===== config.mk =====
export PLATFORM = sky130hd
export DESIGN_NAME = perf_counter_bank
export DESIGN_NICKNAME = d
export VERILOG_FILES = /design/src/rtl/perf_pkg.sv /design/src/rtl/perf_counter_ch.sv /design/src/rtl/perf_counter_bank.sv
export SDC_FILE = /design/constraint.sdc
export NUM_CORES = 1
export LEC_CHECK = 0
export BUFFER_PORTS_ARGS = -buffer_cell sky130_fd_sc_hd__buf_4
export CORE_ASPECT_RATIO = 0.5
export CORE_MARGIN = 4
export CORE_UTILIZATION = 39
export DETAILED_ROUTE_END_ITERATION = 10
export GPL_TIMING_DRIVEN = 0
export SETUP_SLACK_MARGIN = 0.3
export SLEW_MARGIN = 15
export SYNTH_ARGS = -nofsm -noshare
export SYNTH_HDL_FRONTEND = slang
export SYNTH_SLANG_ARGS = --single-unit

===== constraint.sdc =====
create_clock -name clk -period 6.1 [get_ports clk]
set_input_delay 0.61 -clock clk [delete_from_list [all_inputs] [get_ports clk]]
set_output_delay 0.61 -clock clk [all_outputs]
set_load 0.02 [all_outputs]

===== src/rtl/perf_pkg.sv =====
// Shared definitions for the performance-counter bank.
//   mode_e       : per-channel counting mode encoding
//   DEF_NUM_CH   : default number of event channels
//   DEF_CNT_W    : default counter width
//   ch_sel_w()   : width of a channel-select field for a given channel count
package perf_pkg;

  typedef enum logic [1:0] {
    MODE_OFF   = 2'b00,
    MODE_CYCLE = 2'b01,
    MODE_LEVEL = 2'b10,
    MODE_EDGE  = 2'b11
  } mode_e;

  localparam int unsigned DEF_NUM_CH = 4;
  localparam int unsigned DEF_CNT_W  = 32;

  // A single channel still needs a 1-bit select so the port never collapses to zero width.
  function automatic int unsigned ch_sel_w(input int unsigned n);
    return (n > 1) ? $clog2(n) : 1;
  endfunction

endpackage


===== src/rtl/perf_counter_ch.sv =====
// One event-counter channel: mode register, counter, previous-event sample and
// sticky overflow flag.
//   clk, reset : clock and synchronous active-high reset
//   halt       : freezes counting (previous-event sample still updates)
//   event_in   : this channel's event line
//   cfg_sel    : configuration write addressed to this channel
//   cfg_mode   : mode to load on cfg_sel
//   cfg_clear  : with cfg_sel, zero the counter and overflow flag
//   count      : live counter value
//   ovf        : sticky overflow flag
module perf_counter_ch
  import perf_pkg::*;
#(
  parameter int unsigned CNT_W    = DEF_CNT_W,
  parameter int unsigned SATURATE = 0
) (
  input  logic             clk,
  input  logic             reset,
  input  logic             halt,
  input  logic             event_in,
  input  logic             cfg_sel,
  input  logic [1:0]       cfg_mode,
  input  logic             cfg_clear,
  output logic [CNT_W-1:0] count,
  output logic             ovf
);

  mode_e            mode_q, mode_d;
  logic [CNT_W-1:0] cnt_q, cnt_d;
  logic             prev_q, prev_d;
  logic             ovf_q, ovf_d;
  logic             inc;

  always_comb begin
    inc = 1'b0;
    if (!halt) begin
      unique case (mode_q)
        MODE_CYCLE: inc = 1'b1;
        MODE_LEVEL: inc = event_in;
        MODE_EDGE:  inc = event_in && !prev_q;
        default:    inc = 1'b0;
      endcase
    end
  end

  always_comb begin
    mode_d = mode_q;
    cnt_d  = cnt_q;
    ovf_d  = ovf_q;
    // The edge detector tracks the line regardless of mode or halt.
    prev_d = event_in;
    if (cfg_sel) begin
      // A configuration write suppresses this channel's increment for the edge.
      mode_d = mode_e'(cfg_mode);
      if (cfg_clear) begin
        cnt_d = '0;
        ovf_d = 1'b0;
      end
    end else if (inc) begin
      if (&cnt_q) begin
        ovf_d = 1'b1;
        cnt_d = (SATURATE != 0) ? cnt_q : '0;
      end else begin
        cnt_d = cnt_q + CNT_W'(1);
      end
    end
  end

  always_ff @(posedge clk) begin
    if (reset) begin
      mode_q <= MODE_OFF;
      cnt_q  <= '0;
      prev_q <= 1'b0;
      ovf_q  <= 1'b0;
    end else begin
      mode_q <= mode_d;
      cnt_q  <= cnt_d;
      prev_q <= prev_d;
      ovf_q  <= ovf_d;
    end
  end

  assign count = cnt_q;
  assign ovf   = ovf_q;

endmodule


===== src/rtl/perf_counter_bank.sv =====
// Bank of NUM_CH event counters with shadow snapshot, registered shadow read
// port and a free-running cycle counter.
//   clk, reset        : clock and synchronous active-high reset
//   events            : one event line per channel
//   halt              : freezes all counting (config, snap and read still work)
//   cfg_we/ch/mode/clear : per-channel configuration write
//   snap              : copy live counters into the shadow registers
//   rd_en, rd_ch      : shadow read request
//   rd_data, rd_valid : registered read response (one cycle latency)
//   ovf               : sticky per-channel overflow flags
//   cycle_count       : wrapping cycle counter, frozen by halt
module perf_counter_bank
  import perf_pkg::*;
#(
  parameter int unsigned NUM_CH   = DEF_NUM_CH,
  parameter int unsigned CNT_W    = DEF_CNT_W,
  parameter int unsigned SATURATE = 0
) (
  input  logic                          clk,
  input  logic                          reset,
  input  logic [NUM_CH-1:0]             events,
  input  logic                          halt,
  input  logic                          cfg_we,
  input  logic [ch_sel_w(NUM_CH)-1:0]   cfg_ch,
  input  logic [1:0]                    cfg_mode,
  input  logic                          cfg_clear,
  input  logic                          snap,
  input  logic                          rd_en,
  input  logic [ch_sel_w(NUM_CH)-1:0]   rd_ch,
  output logic [CNT_W-1:0]              rd_data,
  output logic                          rd_valid,
  output logic [NUM_CH-1:0]             ovf,
  output logic [CNT_W-1:0]              cycle_count
);

  localparam int unsigned CH_W = ch_sel_w(NUM_CH);

  logic [CNT_W-1:0] live_cnt [NUM_CH];
  logic [CNT_W-1:0] shadow_q [NUM_CH];
  logic [CNT_W-1:0] cycle_q, cycle_d;
  logic [CNT_W-1:0] rd_data_q, rd_data_d;
  logic             rd_valid_q;
  logic [CNT_W-1:0] rd_sel;

  for (genvar i = 0; i < NUM_CH; i++) begin : g_ch
    logic cfg_sel;
    // An out-of-range cfg_ch matches no generated index, so it is dropped here.
    assign cfg_sel = cfg_we && (cfg_ch == CH_W'(i));

    perf_counter_ch #(
      .CNT_W    (CNT_W),
      .SATURATE (SATURATE)
    ) u_ch (
      .clk       (clk),
      .reset     (reset),
      .halt      (halt),
      .event_in  (events[i]),
      .cfg_sel   (cfg_sel),
      .cfg_mode  (cfg_mode),
      .cfg_clear (cfg_clear),
      .count     (live_cnt[i]),
      .ovf       (ovf[i])
    );
  end

  // Loop mux so an out-of-range rd_ch falls through to zero without indexing past the array.
  always_comb begin
    rd_sel = '0;
    for (int unsigned i = 0; i < NUM_CH; i++) begin
      if (rd_ch == CH_W'(i)) begin
        rd_sel = shadow_q[i];
      end
    end
  end

  always_comb begin
    cycle_d   = halt ? cycle_q : cycle_q + CNT_W'(1);
    rd_data_d = rd_en ? rd_sel : rd_data_q;
  end

  // Shadow is read before it is written, so a same-edge snap+read returns the old value.
  always_ff @(posedge clk) begin
    if (reset) begin
      for (int unsigned i = 0; i < NUM_CH; i++) begin
        shadow_q[i] <= '0;
      end
      cycle_q    <= '0;
      rd_data_q  <= '0;
      rd_valid_q <= 1'b0;
    end else begin
      if (snap) begin
        for (int unsigned i = 0; i < NUM_CH; i++) begin
          shadow_q[i] <= live_cnt[i];
        end
      end
      cycle_q    <= cycle_d;
      rd_data_q  <= rd_data_d;
      rd_valid_q <= rd_en;
    end
  end

  assign cycle_count = cycle_q;
  assign rd_data     = rd_data_q;
  assign rd_valid    = rd_valid_q;

endmodule


==> run_results.csv <==
group,metric,value,unit
cells_and_area,final_cells,2140,
synth,synthSimpleGateAreaFrac,23.4,%
synth,syn_inst,1475,
cells_and_area,mostFrequentLayoutCell,"dfxtp_1",
timing,worst_clock_skew,24.5,ps
synth,ys_ff_latch,337,
worst_setup_path,cp-end-kind,"flip-flop",
worst_setup_path,cpMaxStageDelayCell,"o21ai_1",
detailed_routing,wl_met1,20700,µm
clocking,cts-root-buf,"clkbuf_16",
worst_setup_path,cpMostUsedCell,"clkbuf_1",
timing,finalSetupViolations,0,
pwr,power_leakage,5.95,nW
detailed_routing,drt_wl_total,42700,µm
clocking,clk_path_buf_depth,3,
synth,synth_edf_count,128,
clocking,clkLatencyLatePin,530,ps
synth,yosysSeqAreaShare,52.5,%
cells_and_area,register_area,8030,µm²
synth,synthesis.area,15300,µm²
cells_and_area,fin_nets,1617,
worst_setup_path,worstPathRequired,6480,ps
timing,hold_ws,310,ps
timing,fmax,322,MHz
grt,grt_overflow,0,
synth,yosys_warnings,0,
grt,grt_max_degree,60,
detailed_routing,dr.pass1.iters,5,
floorplanning,core_area,38000,µm²
cells_and_area,area_growth,15.5,%
timing,slew_viol_final,0,
pwr,vdd_drop_max,129,µV
synth,synth_compound_area_share,11.0,%
detailed_routing,drt-initial-drc-count,1117,
clocking,h-tree-depth,2,
synth,synth_top_family_by_area,"simple AND/OR/NAND/NOR gates",
detailed_routing,dr.max_layer_used,"met4",
synth,netlist-cell-type-count,57,
place,port_buffers,82,
place,dp_hpwl,30800,µm
clocking,cts_sinks,337,
detailed_routing,wl_met2,18000,µm
timing,worst_pin_slew,941,ps
run_status,outcome,"complete, no violations",
floorplanning,std_cell_rows,50,
clocking,post_cts_buffers,0,
timing,tns,0,ps
detailed_routing,drc,0,
timing,period_needed,3110,ps
cells_and_area,antenna_cells,0,
hold_path,hp-class,"in2reg",
pwr,power.density,267,nW/µm²
cells_and_area,multiInputGateArea,6780,µm²
floorplanning,die-area,42600,µm²
worst_setup_path,critical-path-top-delay-family,"simple AND/OR/NAND/NOR gates",
synth,ys_async_sr_fraction,0,%
detailed_routing,vias_per_cell,5.62,
floorplanning,start_util,40.2,%
cells_and_area,post-route-cell-area,17700,µm²
synth,dominantRegCellSynth,"dfxtp_1",
clocking,cts_buffers,34,
flow_run,cap_violations,0,
grt,grt_pass1_wl,66700,µm
worst_setup_path,cp_max_fo,10,
synth,synth_adder_area_share,0.409,%
place,gp_congestion,0.865,
cells_and_area,drive_above_1_share,11.1,%
detailed_routing,wl_met3,3470,µm
detailed_routing,wire_per_inst,20.0,µm
worst_setup_path,critPathKind,"reg2reg",
place,dpl-instance-area,16600,µm²
place,place_inst,2079,
timing,finalHoldViolations,0,
synth,synth_xor_area_share,1.83,%
worst_setup_path,path_buf_inv,2,
grt,grt_pass1_vias,10900,
clocking,cts_tree,"yes",
clocking,clk_pin_slew,60,ps
floorplanning,num_io_pins,86,
synth,syn_area_per_cell,10.4,µm²
timing,rsz0062_at_grt,"no",
grt,grt_use_total,20.0,%
cells_and_area,fillerInstances,3558,
timing,min_period_over_period,50.9,%
worst_setup_path,cp.arrival,3480,ps
floorplanning,fp.dieW,288,µm
worst_setup_path,reg2reg_slack,2990,ps
synth,synth_mux_area_share,7.67,%
worst_setup_path,startpoint_type,"flip-flop",
floorplanning,die_y,148,µm
synth,syn_nets,1497,
detailed_routing,num_vias,12000,
worst_setup_path,path_cells,"ha_1 -> clkbuf_1 -> nand2_1 -> nor4_1 -> nand4_1 -> o21ai_1 -> clkbuf_1 -> a21oi_1",
timing,max_slew_margin,36.7,%
cells_and_area,final_cell_mix,"dfxtp_1, and2_1, edfxtp_1",
worst_setup_path,cp_slowest_stage_delay,500,ps
detailed_routing,final_antenna_net_count,0,
grt,antenna_found_initial,2,
pwr,p_total,4.71,mW
clocking,holdBufCountCts,0,
clocking,cts_resized,0,
==> final cells by class <==
type | instances | area share (%)
repair buffers | 84 | 3.80
clock inverters | 8 | 0.517
flip-flops and latches | 337 | 45.5
plain buffers | 91 | 2.03
multi-input cells | 1014 | 38.4
clock buffers | 53 | 5.40
well taps | 520 | 3.68
inverters | 33 | 0.701
==> path summary, 6_finish.rpt <==
check / from / end / depth (start not counted)
setup reg to reg: g_ch[0].u_ch.count[0] / g_ch[0].u_ch.count[22] / 8
setup / recovery: g_ch[0].u_ch.count[0] / g_ch[0].u_ch.count[22] / 8
hold reg to reg: g_ch[0].u_ch.ovf / g_ch[0].u_ch.ovf / 2
hold / removal: events[0] / g_ch[0].u_ch.prev_q / 2
==> where the power goes <==
group / leakage (nW) / internal (mW) / switching (mW)
combinational: 2.34 / 0.0875 / 0.155
clock: 0.506 / 1.16 / 0.878
sequential: 3.11 / 2.39 / 0.0388
total: 5.95 / 3.64 / 1.07
==> metal layers <==
metal	global-route usage (%)	vias up
li1	-	5785
met1	31.5	5851
met2	28.7	352
met3	3.71	44
met4	3.48	0
met5	0	-
==> worst reg2reg max path, cell delays in order, from the launching register on <==
cell,delay [ps]
dfxtp_1,430
ha_1,180
clkbuf_1,370
nand2_1,100
nor4_1,470
nand4_1,340
o21ai_1,500
clkbuf_1,470
a21oi_1,110
==> registers in the layout (all words and copies together) (netlist names) <==
name and flops:
cycle_count 32, g_ch.u_ch.count 128, g_ch.u_ch.mode_q 8, g_ch.u_ch.ovf 4, g_ch.u_ch.prev_q 4, rd_data 32, rd_valid 1, shadow_q 128
==> kinds of logic after synthesis <==
kind of cell	after synthesis
AOI/OAI and AO/OA	274
xor gates and xnor gates	32
adders and majority gates	5
buffers and inverters	124
DFF	337
muxes	77
and+or+nand+nor	626
==> synth_stat cells (all sizes together), types with 43 or more instances <==
cell    number  area [µm²]
o31ai       61         458
nand3       55         275
o21ai       55         275
clkbuf      76         285
or3         54         338
dfxtp      209        4180
mux2i       43         430
and2       131         820
nor2        94         353
a21oi       96         480
edfxtp     128        3840
nand4       48         313
or4         68         518
nand2       78         293
==> metrics by stage <==
step | setup slack (ps) | util [%]
floorplan | 2880 | -
CTS | 3040 | 46.4
global route | 2700 | 46.4
global placement | 1400 | 43.5
detailed placement | 2560 | 43.7
finish | 2990 | 46.4
Note: power is estimated with default switching activity, not from simulation.
